--- src/rtl/maxpool2d_psram_engine.sv ---
// Strided KxK 2-D max pooling over an HWC tensor held in PSRAM.
// Every window tap is fetched one word at a time over the controller start/done handshake, and each pooled word is written back.
module maxpool2d_psram_engine #(
    parameter int unsigned IN_W       = 40,
    parameter int unsigned IN_H       = 4,
    parameter int unsigned CHANNELS   = 8,
    parameter int unsigned KERNEL     = 2,
    parameter int unsigned STRIDE     = 2,
    parameter int unsigned ACTIV_BITS = 16,
    parameter int unsigned ADDR_WIDTH = 24
) (
    input  logic                  clk,
    input  logic                  rst_n,
    input  logic                  start,
    input  logic [ADDR_WIDTH-1:0] input_addr,
    input  logic [ADDR_WIDTH-1:0] output_addr,
    input  logic                  signed_mode,
    input  logic                  relu_en,
    output logic                  busy,
    output logic                  done,
    output logic [15:0]           out_count,
    output logic [ADDR_WIDTH-1:0] mem_addr,
    output logic [31:0]           mem_wdata,
    input  logic [31:0]           mem_rdata,
    output logic                  mem_rd_wr,
    output logic                  mem_start,
    input  logic                  mem_done
);
    localparam int unsigned LANES = 32 / ACTIV_BITS;
    localparam int unsigned CW    = CHANNELS / LANES;
    localparam int unsigned OUT_W = (IN_W - KERNEL) / STRIDE + 1;
    localparam int unsigned OUT_H = (IN_H - KERNEL) / STRIDE + 1;
    localparam int unsigned CNT_W = 16;

    localparam logic [CNT_W-1:0] K_LAST  = CNT_W'(KERNEL - 1);
    localparam logic [CNT_W-1:0] C_LAST  = CNT_W'(CW - 1);
    localparam logic [CNT_W-1:0] OX_LAST = CNT_W'(OUT_W - 1);
    localparam logic [CNT_W-1:0] OY_LAST = CNT_W'(OUT_H - 1);

    localparam logic [2:0] S_IDLE    = 3'd0;
    localparam logic [2:0] S_RD_REQ  = 3'd1;
    localparam logic [2:0] S_RD_WAIT = 3'd2;
    localparam logic [2:0] S_WR_REQ  = 3'd3;
    localparam logic [2:0] S_WR_WAIT = 3'd4;
    localparam logic [2:0] S_DONE    = 3'd5;

    logic [2:0]            state, state_d;
    logic [CNT_W-1:0]      oy, ox, c, ky, kx;
    logic [CNT_W-1:0]      oy_d, ox_d, c_d, ky_d, kx_d;
    logic [31:0]           acc, acc_d;
    logic [ADDR_WIDTH-1:0] in_base, in_base_d, out_base, out_base_d;
    logic                  sgn, sgn_d, relu, relu_d;
    logic                  busy_d, done_d, mem_start_d, mem_rd_wr_d;
    logic [ADDR_WIDTH-1:0] mem_addr_d;
    logic [31:0]           mem_wdata_d;
    logic [15:0]           out_count_d;

    function automatic logic [ADDR_WIDTH-1:0] tap_addr(input logic [ADDR_WIDTH-1:0] base,
                                                       input logic [CNT_W-1:0] oy_i, ox_i, c_i, ky_i, kx_i);
        logic [31:0] y, x, off;
        y   = 32'(oy_i) * 32'(STRIDE) + 32'(ky_i);
        x   = 32'(ox_i) * 32'(STRIDE) + 32'(kx_i);
        off = ((y * 32'(IN_W) + x) * 32'(CW) + 32'(c_i)) * 32'd4;
        return base + ADDR_WIDTH'(off);
    endfunction

    function automatic logic [ADDR_WIDTH-1:0] res_addr(input logic [ADDR_WIDTH-1:0] base,
                                                       input logic [CNT_W-1:0] oy_i, ox_i, c_i);
        logic [31:0] off;
        off = ((32'(oy_i) * 32'(OUT_W) + 32'(ox_i)) * 32'(CW) + 32'(c_i)) * 32'd4;
        return base + ADDR_WIDTH'(off);
    endfunction

    // Per-lane max; a tie keeps the accumulated value
    function automatic logic [31:0] lane_max(input logic [31:0] a, input logic [31:0] b, input logic sg);
        logic [31:0]           r;
        logic [ACTIV_BITS-1:0] la, lb;
        r = a;
        for (int l = 0; l < int'(LANES); l++) begin
            la = a[l*ACTIV_BITS +: ACTIV_BITS];
            lb = b[l*ACTIV_BITS +: ACTIV_BITS];
            if (sg ? ($signed(lb) > $signed(la)) : (lb > la)) begin
                r[l*ACTIV_BITS +: ACTIV_BITS] = lb;
            end
        end
        return r;
    endfunction

    function automatic logic [31:0] apply_relu(input logic [31:0] v, input logic en);
        logic [31:0] r;
        r = v;
        for (int l = 0; l < int'(LANES); l++) begin
            if (en && v[l*ACTIV_BITS + ACTIV_BITS - 1]) begin
                r[l*ACTIV_BITS +: ACTIV_BITS] = '0;
            end
        end
        return r;
    endfunction

    // Next-state, loop counters and next values of every registered output
    always_comb begin
        state_d     = state;
        oy_d        = oy;
        ox_d        = ox;
        c_d         = c;
        ky_d        = ky;
        kx_d        = kx;
        acc_d       = acc;
        in_base_d   = in_base;
        out_base_d  = out_base;
        sgn_d       = sgn;
        relu_d      = relu;
        mem_addr_d  = mem_addr;
        mem_wdata_d = mem_wdata;
        out_count_d = out_count;

        case (state)
            S_IDLE: begin
                if (start) begin
                    state_d     = S_RD_REQ;
                    oy_d        = '0;
                    ox_d        = '0;
                    c_d         = '0;
                    ky_d        = '0;
                    kx_d        = '0;
                    acc_d       = '0;
                    in_base_d   = input_addr;
                    out_base_d  = output_addr;
                    sgn_d       = signed_mode;
                    relu_d      = relu_en;
                    out_count_d = '0;
                    mem_addr_d  = tap_addr(input_addr, '0, '0, '0, '0, '0);
                end
            end
            S_RD_REQ: state_d = S_RD_WAIT;
            S_RD_WAIT: begin
                if (mem_done) begin
                    acc_d = (ky == '0 && kx == '0) ? mem_rdata : lane_max(acc, mem_rdata, sgn);
                    if (kx != K_LAST) begin
                        kx_d = kx + CNT_W'(1);
                    end else begin
                        kx_d = '0;
                        ky_d = (ky != K_LAST) ? ky + CNT_W'(1) : '0;
                    end
                    if (kx == K_LAST && ky == K_LAST) begin
                        state_d     = S_WR_REQ;
                        mem_addr_d  = res_addr(out_base, oy, ox, c);
                        mem_wdata_d = apply_relu(acc_d, sgn && relu);
                    end else begin
                        state_d    = S_RD_REQ;
                        mem_addr_d = tap_addr(in_base, oy, ox, c, ky_d, kx_d);
                    end
                end
            end
            S_WR_REQ: state_d = S_WR_WAIT;
            S_WR_WAIT: begin
                if (mem_done) begin
                    out_count_d = out_count + 16'd1;
                    if (c != C_LAST) begin
                        c_d = c + CNT_W'(1);
                    end else begin
                        c_d = '0;
                        if (ox != OX_LAST) begin
                            ox_d = ox + CNT_W'(1);
                        end else begin
                            ox_d = '0;
                            oy_d = (oy != OY_LAST) ? oy + CNT_W'(1) : '0;
                        end
                    end
                    if (c == C_LAST && ox == OX_LAST && oy == OY_LAST) begin
                        state_d = S_DONE;
                    end else begin
                        state_d    = S_RD_REQ;
                        mem_addr_d = tap_addr(in_base, oy_d, ox_d, c_d, '0, '0);
                    end
                end
            end
            S_DONE:  state_d = S_IDLE;
            default: state_d = S_IDLE;
        endcase

        mem_start_d = (state_d == S_RD_REQ) || (state_d == S_WR_REQ);
        mem_rd_wr_d = !((state_d == S_WR_REQ) || (state_d == S_WR_WAIT));
        busy_d      = (state_d == S_RD_REQ) || (state_d == S_RD_WAIT) ||
                      (state_d == S_WR_REQ) || (state_d == S_WR_WAIT);
        done_d      = (state_d == S_DONE);
    end

    always_ff @(posedge clk) begin
        if (!rst_n) begin
            state     <= S_IDLE;
            oy        <= '0;
            ox        <= '0;
            c         <= '0;
            ky        <= '0;
            kx        <= '0;
            acc       <= '0;
            in_base   <= '0;
            out_base  <= '0;
            sgn       <= 1'b0;
            relu      <= 1'b0;
            busy      <= 1'b0;
            done      <= 1'b0;
            out_count <= '0;
            mem_addr  <= '0;
            mem_wdata <= '0;
            mem_rd_wr <= 1'b1;
            mem_start <= 1'b0;
        end else begin
            state     <= state_d;
            oy        <= oy_d;
            ox        <= ox_d;
            c         <= c_d;
            ky        <= ky_d;
            kx        <= kx_d;
            acc       <= acc_d;
            in_base   <= in_base_d;
            out_base  <= out_base_d;
            sgn       <= sgn_d;
            relu      <= relu_d;
            busy      <= busy_d;
            done      <= done_d;
            out_count <= out_count_d;
            mem_addr  <= mem_addr_d;
            mem_wdata <= mem_wdata_d;
            mem_rd_wr <= mem_rd_wr_d;
            mem_start <= mem_start_d;
        end
    end
endmodule

--- config.mk ---
export PLATFORM = sky130hd
export DESIGN_NAME = maxpool2d_psram_engine
export DESIGN_NICKNAME = d
export VERILOG_FILES = /design/src/rtl/maxpool2d_psram_engine.sv
export SDC_FILE = /design/constraint.sdc
export NUM_CORES = 1
export LEC_CHECK = 0
export ABC_AREA = 1
export CORE_UTILIZATION = 55
export DETAILED_ROUTE_END_ITERATION = 6
export PLACE_DENSITY = 0.8
export SLEW_MARGIN = 20
export SYNTH_ARGS = -nofsm -noshare
export SYNTH_HDL_FRONTEND = slang
export SYNTH_SLANG_ARGS = --single-unit
--- constraint.sdc ---
create_clock -name clk -period 8.2 [get_ports clk]
set_input_delay 1.23 -clock clk [delete_from_list [all_inputs] [get_ports clk]]
set_output_delay 1.23 -clock clk [all_outputs]
set_load 0.1 [all_outputs]
# Word-level counts from Yosys, hierarchy flattened
# Cells that the tools add are included.
[totals] ff_bits=241 input_bits=86
[op_classes] n_addsub=17 mul=3 order_cmp=4 n_eq_ne=23 mux=58 reduce_logical=24
[ops] op="$mux 16" count=34
[ops] op="$pmux 16 s2" count=6
[ops] op="$mux 24" count=5
[ops] op="$add 16x1->16 const B" count=6
[ops] op="$mux 32" count=3
[ops] op="$add 24x24->24" count=3
[ops] op="$pmux 24 s3" count=1
[ops] op="$add 22x16->22" count=3
[ops] op="$gt 16x16->1" count=4
[ops] op="$pmux 32 s2" count=1
[ops] op="$eq 16x1->1 const B" count=3
[ops] op="$ne 16x1->1 const B" count=3
[ops] op="$add 17x16->18" count=2
[ops] op="$logic_not 16->1" count=2
[ops] op="$add 20x16->20" count=1
[ops] op="$add 20x17->20" count=1
[ops] op="$add 20x18->20" count=1
[ops] op="$mul 16x3->18 const B" count=1
[ops] op="$mul 18x3->17 const B" count=1
[ops] op="$eq 16x2->1 const B" count=1
[ops] op="$eq 16x5->1 const B" count=1
[ops] op="$mul 16x3->16 const B" count=1
[ops] op="$ne 16x2->1 const B" count=1
[ops] op="$ne 16x5->1 const B" count=1
[ops] op="other kinds (17)" count=43

# Logic depth before layout (Yosys ltp)
# Gate-level depths: netlist (run 1).
[logic_depth] ltp_word=13 mapped_depth=56

# Worst setup path before layout (run 1)
# Ideal clock, no wire load.
[synth_path] path_kind="register to register" start="register kx[1]" end="register mem_addr[23]" setup_ns=0.109 arrival_time_ns=7.898 t_required_ns=8.091 slack_ns=0.193 path_stages_with_launch=56 n_path_buf=2 path_cell_list="dfxtp_1 > inv_1 > ha_1 > nor3b_1 > nand2_1 > buf_2 > nor2_1 > inv_2 > clkbuf_1 > o211ai_1 > inv_1 > fa_1 > nand3_1 > nand3_1 > a21oi_1 > o21bai_1 > a21oi_1 > o21bai_1 > [... 20 more ...] > xor2_1 > inv_1 > ha_1 > inv_1 > nor3_1 > nand2_1 > o311ai_0 > inv_1 > nand3_1 > nand2_1 > nand3_1 > nand3_1 > nand2_1 > inv_1 > nand2_1 > nand3_1 > nand2_1 > inv_1"
[synth_between] elab_chain_len=12
[synth_lines] element="start: declaration" line_no="48" text="logic [CNT_W-1:0] oy, ox, c, ky, kx;"
[synth_lines] element="start signal: assignment" line_no="215" text="kx <= kx_d;"
[synth_lines] element="$ne 16x1->1" line_no="139" text="if (kx != K_LAST) begin"
[synth_lines] element="$mux 16" line_no="139"
[synth_lines] element="$mux 16" line_no="137" text="if (mem_done) begin"
[synth_lines] element="$mux 16" line_no="117" text="case (state)"
[synth_lines] element="$add 17x16->18" line_no="61" text="y = 32'(oy_i) * 32'(STRIDE) + 32'(ky_i);"
[synth_lines] element="$mul 18x3->17" line_no="63" text="off = ((y * 32'(IN_W) + x) * 32'(CW) + 32'(c_i)) * 32'd4;"
[synth_lines] element="$add 20x18->20" line_no="63"
[synth_lines] element="$add 22x16->22" line_no="63"
[synth_lines] element="$add 24x24->24" line_no="64" text="return base + ADDR_WIDTH'(off);"
[synth_lines] element="$mux 24 *" line_no="145" text="if (kx == K_LAST && ky == K_LAST) begin"
[synth_lines] element="$mux 24 *" line_no="137"
[synth_lines] element="$pmux 24 s3 *" line_no="117"
[synth_lines] element="end signal: assignment" line_no="224" text="mem_addr <= mem_addr_d;"
[synth_lines] element="end: declaration" line_no="22" text="output logic [ADDR_WIDTH-1:0] mem_addr,"
# Every way passes the cells marked *; elsewhere a longest branch is shown, timed or not. The select of a mux whose other input is x is not followed.
# A chain may end at the register's enable or synchronous reset.

# Worst setup path in the final report (run 1)
[layout_path] start="register kx[14]" end="register mem_addr[19]"
# The elaborated chain is that of the path after synthesis.

==> results.ini, run 1 <==
[sta]
slew_headroom_pct=24.59
hold_violations=0
fin_skew_ps=18.41
period_minus_slack_ps=7928
period_share_pct=96.69
setup-violations-final=0
worstMarginPinSlew_ps=1131
drv_slew=0
fmax_mhz=126.1

[critical_path]
worstSetupStartpoint=kx[14]
end_kind=flop
reg2reg_to=mem_addr[19]
path_depth=44
worst-r2r-setup-slack_ps=270
cp.arrival_ps=8460
required_ps=8740
crit_end=mem_addr[19]
slowest_stage=fa_1
max_stage_delay_ps=490
criticalPathCategory=flop to flop
rr_worst_depth=44
start_kind=flop
cpMostUsedCell=inv_1
rr_startpoint=kx[14]
cp_max_fo=5
crit_family=adder cells
critPathBufInv=11

[synth]
yosysUniqueCellTypes=58
syn_inst=3487
synth-edff-count=0
synthTopCellsByArea=dfxtp_1, ha_1, nand2_1, a21oi_1, inv_1
synth_common_cells=nand2_1, a21oi_1, inv_1
ys_async_sr_fraction_pct=0
yosysMostFrequentCell=nand2_1
yosysSeqAreaShare_pct=21.01
synth_top_area_share_pct=21.01
ys_seq_elements=241
yosysWarnings=0
synthFlopType=dfxtp_1
syn_area_per_cell_um2=6.586
yosysTopAreaCell=dfxtp_1
syn_area_um2=22960
syn_nets=3888

[floorplanning]
start_util_pct=55.99
rows=74
io_pins=162
die_h_um=206.3
core_area_um2=41020
die_w_um=206.3
die_area_um2=42570

[pwr]
clock_power_share_pct=41.7
p_switching_mw=0.9149
combPwrFrac_pct=16.7
seqPwrFrac_pct=41.6
power.density_nw_per_um2=109.6
switching_share_pct=30.69
p_int_mw=2.066
cellLeakagePower_nw=12.49
ir_worst_vdd_mv=0.1354

[run_status]
violations=design-rule violations
status=finished with violations

[layout]
fin_cells=4227
fin_util_pct=66.34
drive_above_1_share_pct=8.633
antenna_cells=0
nets=4077
area_growth_pct=18.49

[clock_tree]
cts_root_buffer=clkbuf_16
clkTransAtPathRegs_ps=60
hold_buffers=0
numClockSinks=241
h-tree-depth=1
cts_tree=yes
clock_path_buffers=3
clk-insertion-delay-late_ps=590
cts_inserted_buffers=29

[global_route]
grt_pass1_vias=21531
antenna_found_initial=0
grt_max_degree=101
overflow=0
grtUsageTotal_pct=31.37
grt_first_pass_wirelength_mm=108.0

[placement]
numPortBuffers=161
placed_cells=4154
place_congestion=0.9774
hpwl_mm=52.76

[detailed_routing]
drc_errors=37
drtAntennaViolNets=0
dr_total_vias=24025
drt_iter0_markers=1903
drt-total-wl_mm=70.96
vias_per_cell=5.684
avgRoutedWirePerCell_um=16.79
first_pass_iters=7

[run]
drv_cap=0

[hold_path]
hold-path-cell-count=2
min_path_type=flop to flop

metrics by stage:
stage | TNS, ps | hold slack [ps] | worst slack (ps) | power, mW | area (µm²)
floorplan | 0 | 429.8 | 193.0 | 1.597 | 22960
global placement | -31.33 | 444.1 | -31.33 | 1.746 | 25370
detailed placement | -331.8 | 454.3 | -331.8 | 1.749 | 25370
CTS | 0 | 463.8 | 12.71 | 2.991 | 26290
global route | -783.3 | 474.1 | -289.1 | 3.081 | 27210
finish | 0 | 462.5 | 271.8 | 2.981 | 27210
flip-flops by register name, summed over array words and instances (netlist names):
| signal | cells |
|---|---|
| busy | 1 |
| out_base | 24 |
| state | 3 |
| mem_start | 1 |
| mem_rd_wr | 1 |
| relu | 1 |
| kx | 16 |
| mem_addr | 24 |
| out_count | 16 |
| sgn | 1 |
| c | 16 |
| ky | 16 |
| acc | 32 |
| in_base | 24 |
| mem_wdata | 32 |
| done | 1 |
| oy | 16 |
| ox | 16 |
metal layers:
metal  vias up  GRT usage, %  share of wire (%)  wire length [µm]
li1      12028             -                  -                 -
met1     10867         41.44                 43             30690
met2       955         51.74                 45             31610
met3       175         3.642                7.7              5479
met4         0         12.63                4.5              3176
met5         -             0                  0                 0
area by class of cell:
type | instances | area (µm²)
multi-input cells | 2699 | 16810
well taps | 532 | 665.6
fillers | 3663 | 13810
repair buffers | 254 | 2308
clock buffers | 41 | 830.8
clock inverters | 9 | 66.31
inverters | 451 | 1698
flip-flops and latches | 241 | 4828
worst reg2reg max path: cells and delay by family, from the launching register on:
family                     cells  cell delay [ps]
adders and majority gates      8             2730
and+or+nand+nor               12             1670
AOI/OAI and AO/OA             10             1540
buffers and inverters         11             1100
xor gates and xnor gates       3              500
DFF                            1              330
power groups by stage:
stage          sequential, mW  combinational, mW  clock (mW)
4_1_cts                  1.24              0.490        1.26
6_report                 1.24              0.498        1.24
2_1_floorplan            1.37              0.230           0
3_5_place_dp             1.26              0.486           0
3_3_place_gp             1.26              0.484           0
5_1_grt                  1.24              0.535        1.30
cell families (layout without fill, tap and decap cells):
family	after synthesis	after routing	synth area share, %
xor+xnor	184	184	7.018
flops	241	241	21.01
simple gates	1416	1416	26.14
compound gates	784	784	18.69
buf+inv	547	755	9.132
fa+ha+maj	315	315	18.01
layout by cell type (no fill, tap or decap), types with 7 or more instances in the layout:
cell	synthesis	routed
a21oi_4	0	7
nor3_1	38	33
xnor2_1	56	55
a211oi_1	11	10
nor2_2	8	14
o21ai_2	1	8
buf_4	2	92
o211ai_1	7	7
ha_1	289	263
a21o_1	16	16
clkbuf_16	0	29
nand2_2	3	12
o22ai_1	33	33
nor2_4	5	7
o21ai_1	20	22
inv_1	432	419
ha_4	0	24
a31oi_1	22	21
clkdlybuf4s50_1	0	160
a21oi_1	475	457
nand4_1	44	44
nor2_1	310	302
xor2_1	128	119
dfxtp_1	241	238
a21oi_2	1	12
nand3_1	207	205
xor2_2	0	8
o21ai_0	148	137
fa_1	26	24
o21bai_1	11	10
nor4_1	19	15
or2_2	10	10
inv_2	16	31
nand2_1	744	734
what timing repair did:
item,in CTS,in global routing
gates resized for setup,8,149
pin swaps,0,51
setup buffers,0,23
setup endpoints to repair,1,7
worst min-delay path by stage:
stage / from / slack, ps / end
2_1_floorplan: out_base[1] / 430 / out_base[1]
3_3_place_gp: out_base[1] / 440 / out_base[1]
3_5_place_dp: mem_wdata[15] / 450 / mem_wdata[15]
4_1_cts: mem_wdata[15] / 460 / mem_wdata[15]
5_1_grt: mem_wdata[30] / 470 / mem_wdata[30]
6_report: mem_wdata[30] / 460 / mem_wdata[30]
No activity file was read; power rests on OpenSTA's default activity.
==> run 2: changes to the inputs <==
--- a/config.mk
+++ b/config.mk
@@ -7,6 +7,7 @@
 export LEC_CHECK = 0
 export ABC_AREA = 1
 export CORE_UTILIZATION = 55
+export CTS_CLUSTER_DIAMETER = 100
 export DETAILED_ROUTE_END_ITERATION = 6
 export PLACE_DENSITY = 0.8
 export SLEW_MARGIN = 20
==> results of run 2 <==
The final DEF is identical to that of run 1; final timing and power are the same.
